## config.mk

```make
export PLATFORM = sky130hd
export DESIGN_NAME = clk_div_bank
export DESIGN_NICKNAME = d
export VERILOG_FILES = /design/src/rtl/clk_div_bank.sv
export SDC_FILE = /design/constraint.sdc
export NUM_CORES = 1
export LEC_CHECK = 0
export BUFFER_PORTS_ARGS = -buffer_cell sky130_fd_sc_hd__buf_2
export CAP_MARGIN = 20
export CORE_MARGIN = 4
export CORE_UTILIZATION = 64
export CTS_BUF_LIST = sky130_fd_sc_hd__clkbuf_8
export DETAILED_ROUTE_END_ITERATION = 8
export PLACE_DENSITY = 0.89
export SLEW_MARGIN = 25
export SYNTH_ARGS = -nofsm -noshare
export SYNTH_HDL_FRONTEND = slang
export SYNTH_SLANG_ARGS = --single-unit
```

## constraint.sdc

```tcl
create_clock -name i_clk -period 7.95 [get_ports i_clk]
set_input_delay 1.59 -clock i_clk [delete_from_list [all_inputs] [get_ports i_clk]]
set_output_delay 1.59 -clock i_clk [all_outputs]
set_load 0.005 [all_outputs]
```

## src/rtl/clk_div_bank.sv

```systemverilog
// ---------------------------------------------------------------------------
// clk_div_bank
//   Bank of CHANNELS independent programmable clock dividers, all running on
//   a single system clock. Each channel toggles its o_clk bit every div[n]
//   enabled cycles (period 2*div[n], 50% duty) and can emit a one-cycle tick
//   at each toggle. New divisors are written through a valid/ready port into
//   a per-channel shadow register and only take effect at the channel's next
//   terminal count, so an in-flight half-period always completes unchanged.
//
// Configuration macro:
//   CLK_DIV_BANK_TICK_EN  defined   -> o_tick registered, one pulse per toggle
//                         undefined -> o_tick tied to zero, no tick registers
//
// Parameters:
//   CHANNELS     number of divider channels (1..8)
//   WIDTH        width of every divisor and counter
//   DEFAULT_DIV  half-period divisor loaded into every channel at reset
//
// Ports:
//   i_clk         system clock, all logic on the rising edge
//   i_reset_n     synchronous active-low reset
//   i_enable      per-channel run enable (bit n = channel n)
//   i_load_valid  divisor load request
//   i_load_ch     target channel of the load
//   i_load_div    new half-period divisor (0 is stored as 1)
//   o_load_ready  combinational: low while the target channel has a pending load
//   o_clk         divided clock per channel, registered
//   o_tick        one-cycle pulse at each o_clk toggle, registered
// ---------------------------------------------------------------------------
module clk_div_bank #(
    parameter int unsigned CHANNELS    = 2,
    parameter int unsigned WIDTH       = 32,
    parameter int unsigned DEFAULT_DIV = 5_000_000
) (
    input  logic                                               i_clk,
    input  logic                                               i_reset_n,
    input  logic [CHANNELS-1:0]                                i_enable,
    input  logic                                               i_load_valid,
    input  logic [((CHANNELS > 1) ? $clog2(CHANNELS) : 1)-1:0] i_load_ch,
    input  logic [WIDTH-1:0]                                   i_load_div,
    output logic                                               o_load_ready,
    output logic [CHANNELS-1:0]                                o_clk,
    output logic [CHANNELS-1:0]                                o_tick
);

    localparam int unsigned CH_W = (CHANNELS > 1) ? $clog2(CHANNELS) : 1;

    // Shadow keeps the raw reset value; the active divisor never holds zero.
    localparam logic [WIDTH-1:0] RST_SHD = WIDTH'(DEFAULT_DIV);
    localparam logic [WIDTH-1:0] RST_DIV = (RST_SHD == '0) ? WIDTH'(1) : RST_SHD;

    logic [WIDTH-1:0]    cnt [CHANNELS];
    logic [WIDTH-1:0]    div [CHANNELS];
    logic [WIDTH-1:0]    shd [CHANNELS];
    logic [CHANNELS-1:0] pend;
    logic [CHANNELS-1:0] clk_q;

    logic [CHANNELS-1:0] sel;
    logic [CHANNELS-1:0] xfer;
    logic [CHANNELS-1:0] tc;
    logic [WIDTH-1:0]    load_div_m;

    // Load channel decode; out-of-range channel numbers select nothing.
    always_comb begin
        sel = '0;
        for (int n = 0; n < CHANNELS; n++) begin
            sel[n] = (i_load_ch == CH_W'(n));
        end
    end

    // Ready only blocks a channel that still holds an unapplied divisor.
    assign o_load_ready = ~|(sel & pend);
    assign xfer         = sel & {CHANNELS{i_load_valid & o_load_ready}};
    assign load_div_m   = (i_load_div == '0) ? WIDTH'(1) : i_load_div;

    // Terminal count; '>=' also recovers a counter that overshot its divisor.
    always_comb begin
        tc = '0;
        for (int n = 0; n < CHANNELS; n++) begin
            tc[n] = i_enable[n] && (cnt[n] >= (div[n] - WIDTH'(1)));
        end
    end

    // Per-channel counter, divisor swap and output clock.
    always_ff @(posedge i_clk) begin
        if (!i_reset_n) begin
            for (int n = 0; n < CHANNELS; n++) begin
                cnt[n] <= '0;
                div[n] <= RST_DIV;
                shd[n] <= RST_SHD;
            end
            pend  <= '0;
            clk_q <= '0;
        end else begin
            for (int n = 0; n < CHANNELS; n++) begin
                // xfer implies pend[n]==0, so it never collides with an apply.
                if (xfer[n]) begin
                    shd[n]  <= load_div_m;
                    pend[n] <= 1'b1;
                end
                if (i_enable[n]) begin
                    if (tc[n]) begin
                        cnt[n]   <= '0;
                        clk_q[n] <= ~clk_q[n];
                        if (pend[n]) begin
                            div[n]  <= shd[n];
                            pend[n] <= 1'b0;
                        end
                    end else begin
                        cnt[n] <= cnt[n] + WIDTH'(1);
                    end
                end else if (pend[n]) begin
                    // Idle channel: no half-period to protect, apply at once.
                    div[n]  <= shd[n];
                    cnt[n]  <= '0;
                    pend[n] <= 1'b0;
                end
            end
        end
    end

    assign o_clk = clk_q;

`ifdef CLK_DIV_BANK_TICK_EN
    logic [CHANNELS-1:0] tick_q;

    // Tick marks the cycle on which o_clk has just toggled.
    always_ff @(posedge i_clk) begin
        if (!i_reset_n) begin
            tick_q <= '0;
        end else begin
            tick_q <= tc;
        end
    end

    assign o_tick = tick_q;
`else
    assign o_tick = '0;
`endif

endmodule

```

==> flow_summary_export.csv, run 1 <==
group,metric,value,unit
worst_setup_path,crit_path_max_fanout,32,
die,num_io_pins,43,
yosys,synth_area,0.01047,sq mm
yosys,synth_area_leaders,"edfxtp_1, ha_1, xnor2_1, xor2_1, and2_1",
yosys,ys_warn_count,0,
die,die_area,0.01847,sq mm
global_routing,antenna_found_initial,0,
min_path,hp-start,"shd[0][8]$_DFFE_PP_",
worst_setup_path,critPathTopFamily,"simple AND/OR/NAND/NOR gates",
worst_setup_path,crit_slowest_cell,"or4_4",
sta,fmax,187.3,MHz
cells_and_area,finalNetCount,1048,
cells_and_area,nFillCells,1093,
sta,relSlewSlack,0.3313,
pwr,p_per_area,186.6,mW/mm^2
min_path,worstHoldEndpoint,"div[0][8]$_SDFFCE_PP1P_",
route,drt_first_pass_iters,5,
clock_tree,numCtsBuffers,17,
place,place.gp.congestion,0.8422,
route,via_per_inst,5.806,
route,wire_per_inst,17.14,um
worst_setup_path,end_kind,"register",
die,dieHeight,135.9,um
yosys,async_flop_share,0,
clock_tree,cts.repair.resized,0,
sta,worst_pin_slew,1003,ps
cells_and_area,utilization,0.7101,
worst_setup_path,crit_top_cell,"or4_4",
min_path,hold_depth,1,
die,fp.dieW,135.9,um
route,drc,0,
min_path,hold_class,"register to register",
yosys,synth_top_area_share,0.5507,
cells_and_area,register_area,0.005846,sq mm
global_routing,grt_max_degree,34,
pwr,p_clk_frac,0.292,
place,portBuffers,40,
clock_tree,clk_latency,460,ps
pwr,vdd_ir_drop_max,0.0001333,V
yosys,yosys.area.top_type,"edfxtp_1",
yosys,synth_seq_cells,196,
sta,rsz0062_at_grt,"false",
place,hpwl,14.80,mm
worst_setup_path,startpoint_type,"register",
sta,fin_tns_setup,0,ps
clock_tree,clockRootBuffer,"clkbuf_8",
cells_and_area,final_cells,1170,
pwr,p_switching,533.3,uW
sta,fin_crit,5339,ps
worst_setup_path,critPathKind,"register to register",
yosys,synth_edf_count,192,
global_routing,grt_usage,0.2276,
place,preCtsSetupSlack,2405,ps
pwr,pwr-share-seq,0.600,
worst_setup_path,reg2reg_setup_slack,2610,ps
worst_setup_path,r2r-start,"div[1][11]$_DFFE_PP_",
clock_tree,ctsHoldBuffers,0,
sta,hold_viol,0,
worst_setup_path,worstSetupPathDepth,15,
sta,setup_viol,0,
cells_and_area,multi_input_area,0.004506,sq mm
yosys,yosys.cell_types.count,48,
route,drt_iter0_markers,577,
clock_tree,post_cts_buffers,0,
sta,slew_viol_final,0,
clock_tree,numClockSinks,196,
pwr,p_leak,4.036,nW
yosys,syn_inst,895,
job,drv_cap,0,
sta,whs,507.8,ps
status,status,"finished, final reports clean",
yosys,syn_avg_cell_area,11.70,sq um
cells_and_area,drive_gt1_frac,0.09644,
route,ant_nets,0,
worst_setup_path,ff2ff_path_depth,15,
worst_setup_path,rr_endpoint,"cnt[1][21]$_SDFFCE_PP0P_",
global_routing,grt_overflow_total,0,
place,place_inst,1139,
cells_and_area,diodes,0,
clock_tree,cts_buffer_depth,2,
clock_tree,cts_tree,"done",
worst_setup_path,crit_buf_inv,0,
pwr,p_sw_frac,0.2525,
yosys,ys_seq_area_frac,0.5583,
worst_setup_path,arrival,5650,ps
sta,clock_skew,12.95,ps
pwr,intPower,1.579,mW
yosys,ys.flop_type,"edfxtp_1",
die,start_util,0.6567,
global_routing,grt_pass1_wl,32.80,mm
die,rows,46,
route,finalWirelength,20.05,mm
clock_tree,cts_max_level,4,
cells_and_area,area_delta_synth_final,8.127,%
pwr,comb_power_share,0.108,
worst_setup_path,critPathMaxStageDelay,550,ps
route,vias,6793,
sta,setup_slack,2611,ps
sta,finalCritPeriodShare,0.6716,
clock_tree,clkTransAtPathRegs,100,ps
global_routing,grt_pass1_vias,6779,
die,core_area,0.01594,sq mm
worst_setup_path,cp_cell_sequence,"or4_4 > or3_4 > or4_4 > or4_1 > or3_1 > nor3_2 > xnor2_1 > ha_1 > nand4_1 > nor4_1 > a221oi_1 > nand3_1 > a21oi_1 > nand2_2 > nor2_1",
worst_setup_path,required,8260,ps
[worst max path at each step]
stage	startpoint	endpoint	slack, ps
after floorplan	div[1][11]$_DFFE_PP_	div[1][0]$_DFFE_PP_	1270
after CTS	div[1][11]$_DFFE_PP_	cnt[1][21]$_SDFFCE_PP0P_	2360
final	div[1][11]$_DFFE_PP_	cnt[1][21]$_SDFFCE_PP0P_	2610
after global routing	div[1][11]$_DFFE_PP_	cnt[1][31]$_SDFFCE_PP0P_	2260
after global placement	div[1][11]$_DFFE_PP_	pend[1]$_SDFF_PN0_	2590
after detailed placement	div[1][11]$_DFFE_PP_	cnt[1][21]$_SDFFCE_PP0P_	2400
[kinds of logic (layout without fill, tap and decap cells)]
logic type	count (synthesis)	count (layout)	synth area share
simple gates	410	410	0.2084
xor+xnor	120	120	0.1004
other cells	1	2	0.0003582
mux	1	1	0.0009561
flops	196	196	0.5583
fa+ha+maj	68	68	0.08126
buf+inv	38	96	0.01506
compound gates	61	61	0.03525
[final cells by class]
cell class,instances,share of cell area
Clock inverter,14,0.01216
Clock buffer,17,0.02067
Inverter,16,0.005305
Multi-Input combinational cell,662,0.3980
Sequential cell,196,0.5164
Timing Repair Buffer,49,0.02365
Tap cell,216,0.02387
[power by group through the flow]
stage,Sequential [mW],Combinational (mW),Clock (mW)
2_1_floorplan,1.28,0.157,0
3_3_place_gp,1.29,0.212,0
3_5_place_dp,1.29,0.225,0
4_1_cts,1.27,0.228,0.622
5_1_grt,1.28,0.257,0.667
6_report,1.27,0.228,0.617
[cells in the final DEF (no fill, tap or decap), types with 3 or more instances in the layout]
master / count
dfxtp_1: 4
edfxtp_1: 192
clkbuf_8: 17
and2_1: 76
ha_1: 68
and3_1: 11
a211oi_1: 3
nand2b_1: 26
nor2b_1: 3
a21oi_1: 20
inv_1: 18
o21ai_2: 4
nand3_1: 32
and4_1: 11
xor2_1: 58
buf_2: 40
nor2_1: 108
o21ai_0: 16
nor3b_1: 3
clkinvlp_4: 3
nor3_2: 3
or3_1: 9
buf_4: 9
or4_1: 7
nand4_1: 20
nor3_1: 21
nand3b_1: 3
nor4_1: 21
nand2_1: 46
xnor2_1: 62
[layer usage]
layer  routed length, um  up-vias  track usage
met4                 450        0      0.07727
met2                9690      195       0.3816
li1                    -     3317            -
met3                1205       35      0.04811
met5                   0        -            0
met1                8705     3246       0.2971
[state kept, by name (all words and copies together), names as in the netlist]
name   count
cnt       64
div       64
o_clk      2
pend       2
shd       64
[cell usage after synthesis, drive strengths merged (2+ instances only)]
master	instances
nor4	21
nor2	108
buf	3
a221o	2
edfxtp	192
nand2	48
a21o	2
a211oi	3
or3	11
nor3b	3
nand3b	3
ha	68
xnor2	62
and2	78
nand4	20
or4	9
nand3	32
inv	16
a31oi	2
nor2b	3
nand2b	26
dfxtp	4
o32ai	2
xor2	58
nor3	24
and4	11
a21oi	20
o21a	2
clkbuf	19
and3	11
o21ai	20
a221oi	2
[metrics by stage]
step	power, mW	instance area, sq um
after global placement	1.499	10940
after floorplan	1.434	10470
after global routing	2.201	11320
after detailed placement	1.515	10940
after CTS	2.117	11320
final	2.112	11320
Note: power is estimated with default switching activity, not from simulation.
==> inputs of run 2 (changes only) <==
ABC_AREA = 1   (was unset)
CORE_UTILIZATION = 65   (was 64)
PLACE_DENSITY = 0.9   (was 0.89)
clock period = 5.48 ns   (was 7.95 ns; I/O delays follow)
==> flow_summary_export.csv, run 2 <==
group,metric,value,unit
worst_setup_path,arrival,4530,ps
yosys,ys.flop_type,"edfxtp_1",
yosys,netlist_top_cells_count,"nand2_1, inv_1, nor2_1, edfxtp_1, ha_1",
cells_and_area,register_area,0.005846,sq mm
place,hpwl,18.64,mm
job,drv_cap,0,
status,status,"finished, final reports clean",
cells_and_area,area_delta_synth_final,7.525,%
route,wire_per_inst,16.00,um
yosys,syn_avg_cell_area,9.096,sq um
place,preCtsSetupSlack,1371,ps
global_routing,antenna_found_initial,1,
route,drt_first_pass_iters,5,
yosys,yosysMostFrequentCell,"nand2_1",
cells_and_area,reg_top3,"cnt: 64 flops, div: 64 flops, shd: 64 flops",
pwr,vdd_ir_drop_max,0.0003122,V
die,num_io_pins,43,
sta,rsz0062_at_grt,"false",
cells_and_area,multi_input_area,0.004897,sq mm
yosys,synth_area_leaders,"edfxtp_1, nand2_1, ha_1, inv_1, nor2_1",
worst_setup_path,critPathKind,"register to register",
worst_setup_path,required,5720,ps
sta,whs,501.7,ps
cells_and_area,nFillCells,1176,
clock_tree,ctsHoldBuffers,0,
die,fp.dieW,142.1,um
clock_tree,cts_max_level,4,
route,drc,0,
yosys,async_flop_share,0,
worst_setup_path,crit_slowest_cell,"nand3_2",
sta,relSlewSlack,0.5738,
pwr,p_per_area,256.5,mW/mm^2
sta,fin_tns_setup,0,ps
route,finalWirelength,25.22,mm
worst_setup_path,startpoint_type,"register",
global_routing,grt_max_degree,34,
sta,finalCritPeriodShare,0.7830,
yosys,yosys.cell_types.count,49,
sta,worst_pin_slew,633.4,ps
yosys,ys_warn_count,0,
pwr,p_leak,5.377,nW
clock_tree,numClockSinks,196,
worst_setup_path,cp_cell_sequence,"inv_1 > ha_1 > nand3_1 > nor2_2 > nand2_2 > nor3_2 > nand2_1 > or2_1 > nor2_2 > xor2_1 > inv_1 > ha_1 > nand2_1 > o21ai_0 > nand2_1 > nand2_1 > nor2_1 > nand4_1 > nand2_1 > nand3_2 > nand2_1 > inv_1",
die,core_area,0.01748,sq mm
clock_tree,post_cts_buffers,0,
die,rows,48,
route,vias,8821,
global_routing,grt_pass1_vias,8636,
yosys,synth_edf_count,192,
sta,setup_viol,0,
die,dieHeight,142.1,um
sta,slew_viol_final,0,
place,portBuffers,40,
die,start_util,0.6688,
place,place_inst,1543,
route,drt_iter0_markers,1050,
worst_setup_path,crit_path_max_fanout,32,
die,die_area,0.02019,sq mm
yosys,synth_seq_cells,196,
global_routing,grt_usage,0.2594,
cells_and_area,final_cell_area,0.01257,sq mm
worst_setup_path,crit_buf_inv,3,
cells_and_area,drive_gt1_frac,0.1074,
cells_and_area,utilization,0.7191,
yosys,yosys.area.top_type,"edfxtp_1",
route,via_per_inst,5.597,
route,ant_nets,0,
yosys,synth_area,0.01169,sq mm
cells_and_area,final_cells,1576,
sta,clock_skew,21.77,ps
yosys,synth_top_area_share,0.4933,
worst_setup_path,critPathTopFamily,"simple AND/OR/NAND/NOR gates",
place,dpl_cell_area,0.01213,sq mm
place,place.gp.congestion,0.9483,
global_routing,grt_overflow_total,0,
clock_tree,clk_latency,490,ps
sta,hold_viol,0,
sta,fmax,233.0,MHz
clock_tree,clockRootBuffer,"clkbuf_8",
pwr,power.total,3.223,mW
sta,fin_crit,4291,ps
global_routing,grt_pass1_wl,41.66,mm
cells_and_area,finalNetCount,1443,
worst_setup_path,critPathMaxStageDelay,500,ps
worst_setup_path,end_kind,"register",
clock_tree,cts_buffer_depth,2,
clock_tree,numCtsBuffers,17,
cells_and_area,final_common_cell,"nand2_1",
clock_tree,clkTransAtPathRegs,120,ps
yosys,ys_seq_area_frac,0.5001,
sta,setup_slack,1189,ps
yosys,syn_inst,1285,
min_path,hold_class,"register to register",
clock_tree,cts_tree,"done",
clock_tree,cts.repair.resized,0,
worst_setup_path,crit_top_cell,"nand2_1",
cells_and_area,layout_common_cells,"nand2_1, inv_1, nor2_1",
==> run 2: kinds of logic (layout without fill, tap and decap cells) <==
group           Yosys count  count (layout)  synth area share
simple gates            619             619            0.2472
buf+inv                 243             307           0.08157
fa+ha+maj                68              68           0.07279
flops                   196             196            0.5001
xor+xnor                 87              87           0.06519
other cells               1               3         0.0003208
compound gates           71              71           0.03286
==> run 2: cell type report <==
| cell class | instances | share of cell area |
|---|---|---|
| antenna | 1 | 0.0001991 |
| clock buffer | 17 | 0.01862 |
| clock inverter | 15 | 0.01583 |
| inverter | 228 | 0.06809 |
| multi-input combinational | 847 | 0.3896 |
| sequential | 196 | 0.4651 |
| tap | 225 | 0.02240 |
| timing repair buffer | 47 | 0.02011 |
==> run 2: routing by layer <==
metal	track usage	vias to the layer above	part of all wire
met5	0	-	0
li1	-	4285	-
met1	0.3396	4093	0.41
met2	0.4333	383	0.48
met3	0.04637	60	0.075
met4	0.1010	0	0.032
==> run 2: path summary, 6_finish.rpt <==
check / startpoint / to / slack, ps / cells after the start
setup / recovery: div[0][0]$_SDFFCE_PP0P_ / div[1][2]$_DFFE_PP_ / 1190 / 22
hold / removal: o_clk[0]$_SDFFE_PN0P_ / o_clk[0]$_SDFFE_PN0P_ / 500 / 2
setup reg to reg: div[0][0]$_SDFFCE_PP0P_ / div[1][2]$_DFFE_PP_ / 1190 / 22
hold reg to reg: o_clk[0]$_SDFFE_PN0P_ / o_clk[0]$_SDFFE_PN0P_ / 500 / 2
==> run 2: worst min-delay path, stage by stage (launching register included) <==
cell and delay (ps):
dfxtp_1 330, nor2_1 100, nor2_1 50
==> run 2: report_power, final <==
group / leakage (nW) / internal [mW] / switching, mW
clock network: 0.216 / 0.371 / 0.633
registers: 1.99 / 1.75 / 0.0942
logic: 3.17 / 0.130 / 0.241
==> inputs of run 3 (changes only) <==
clock period = 4.2 ns   (was 5.48 ns; I/O delays follow)
==> flow_summary_export.csv, run 3 (synthesized netlist as in run 2, its figures left out) <==
group,metric,value,unit
route,via_per_inst,5.619,
sta,relSlewSlack,0.5998,
route,ant_nets,0,
sta,rsz0062_at_grt,"false",
worst_setup_path,startpoint_type,"register",
sta,fmax,254.3,MHz
place,preCtsSetupSlack,456.7,ps
worst_setup_path,end_kind,"register",
cells_and_area,multi_input_area,0.004902,sq mm
cells_and_area,diodes,0,
die,rows,48,
cells_and_area,register_area,0.005846,sq mm
route,routed.top_layer,"met4",
global_routing,grt_pass1_wl,41.60,mm
pwr,vdd_ir_drop_max,0.0003550,V
die,die_area,0.02019,sq mm
worst_setup_path,required,4450,ps
cells_and_area,nFillCells,1138,
job,drv_cap,0,
global_routing,grt_max_degree,34,
cells_and_area,reg_top3,"cnt: 64 flops, div: 64 flops, shd: 64 flops",
clock_tree,ctsHoldBuffers,0,
worst_setup_path,crit_path_max_fanout,32,
global_routing,grt_usage,0.2602,
pwr,intPower,2.932,mW
worst_setup_path,critPathKind,"register to register",
clock_tree,numClockSinks,196,
clock_tree,cts_tree,"done",
global_routing,antenna_found_initial,0,
clock_tree,numCtsBuffers,17,
global_routing,grt_overflow_total,0,
cells_and_area,drive_gt1_frac,0.1095,
min_path,hold_class,"register to register",
route,wire_per_inst,16.32,um
die,fp.dieW,142.1,um
die,core_area,0.01748,sq mm
route,finalWirelength,25.73,mm
global_routing,grt_pass1_vias,8591,
pwr,p_clk_frac,0.309,
pwr,pwr-share-seq,0.574,
route,wl_met1,10.47,mm
clock_tree,cts_buffer_depth,2,
sta,worst_pin_slew,594.8,ps
route,drt_iter0_markers,890,
sta,fin_crit,3933,ps
route,wl_met2,12.48,mm
place,portBuffers,40,
pwr,comb_power_share,0.117,
place,place.gp.congestion,0.9506,
pwr,p_per_area,333.4,mW/mm^2
die,dieHeight,142.1,um
clock_tree,post_cts_buffers,0,
cells_and_area,area_delta_synth_final,7.686,%
cells_and_area,finalNetCount,1445,
sta,slew_viol_final,0,
sta,clock_skew,23.71,ps
route,vias,8861,
cells_and_area,final_common_cell,"nand2_1",
pwr,p_switching,1.264,mW
sta,fin_tns_setup,0,ps
status,status,"finished, final reports clean",
pwr,p_leak,5.389,nW
pwr,p_sw_frac,0.3012,
route,wl_met3,1.924,mm
clock_tree,clockRootBuffer,"clkbuf_8",
sta,setup_viol,0,
sta,finalCritPeriodShare,0.9363,
route,drc,0,
clock_tree,clkTransAtPathRegs,130,ps
route,drt_first_pass_iters,6,
cells_and_area,layout_common_cells,"nand2_1, inv_1, nor2_1",
die,num_io_pins,43,
clock_tree,cts_max_level,4,
clock_tree,clk_latency,500,ps
sta,hold_viol,0,
sta,setup_slack,267.5,ps
place,hpwl,18.89,mm
die,start_util,0.6688,
clock_tree,cts.repair.resized,0,
worst_setup_path,arrival,4180,ps
[run 3: per-layer routing]
layer | track usage | vias up
met2 | 0.4363 | 420
met4 | 0.09394 | 0
met5 | 0 | -
met3 | 0.04772 | 68
met1 | 0.3414 | 4088
li1 | - | 4285
[run 3: worst paths after layout]
path	to	depth (start not counted)	startpoint	slack (ps)
max reg2reg	div[1][10]$_DFFE_PP_	19	div[0][13]$_SDFFCE_PP0P_	270
max	div[1][10]$_DFFE_PP_	19	div[0][13]$_SDFFCE_PP0P_	270
min reg2reg	o_clk[0]$_SDFFE_PN0P_	2	o_clk[0]$_SDFFE_PN0P_	530
min	o_clk[0]$_SDFFE_PN0P_	2	o_clk[0]$_SDFFE_PN0P_	530
[run 3: metrics by stage]
step	utilization	power, mW	std cells	area (sq um)	hold WS (ps)
2_1_floorplan	-	2.765	1286	11690	463.0
3_3_place_gp	0.6951	2.892	1545	12150	481.8
3_5_place_dp	0.6951	2.927	1545	12150	491.3
4_1_cts	0.7196	4.183	1577	12580	520.0
5_1_grt	0.7202	4.364	1577	12590	546.6
6_report	0.7202	4.196	1577	12590	525.4
[run 3: power by group through the flow]
stage / sequential (mW) / clock (mW) / combinational [mW]
after floorplan: 2.41 / 0 / 0.353
after global placement: 2.44 / 0 / 0.450
after detailed placement: 2.45 / 0 / 0.480
after CTS: 2.40 / 1.29 / 0.488
after global routing: 2.42 / 1.38 / 0.560
final: 2.41 / 1.30 / 0.491
[run 3: area by class of cell]
cell class / instances / share of cell area
clock buffer: 17 / 0.01859
clock inverter: 15 / 0.01541
inverter: 228 / 0.06819
multi-input combinational: 847 / 0.3895
sequential: 196 / 0.4644
tap: 225 / 0.02237
timing repair buffer: 49 / 0.02157
[run 3: worst max-delay path, stage by stage, from the launching register on]
cell and delay [ps]:
edfxtp_1 470, nor2_1 180, inv_1 180, nor3_2 310, nand3_2 200, nor2_4 180, nand3_2 120, nor3_2 150
xor2_1 190, ha_1 270, a21oi_1 160, o21a_1 130, nand2_1 60, nor2_1 200, nand4_1 160, nand2_1 210
nand3_2 80, buf_4 230, nand2_1 120, inv_1 50
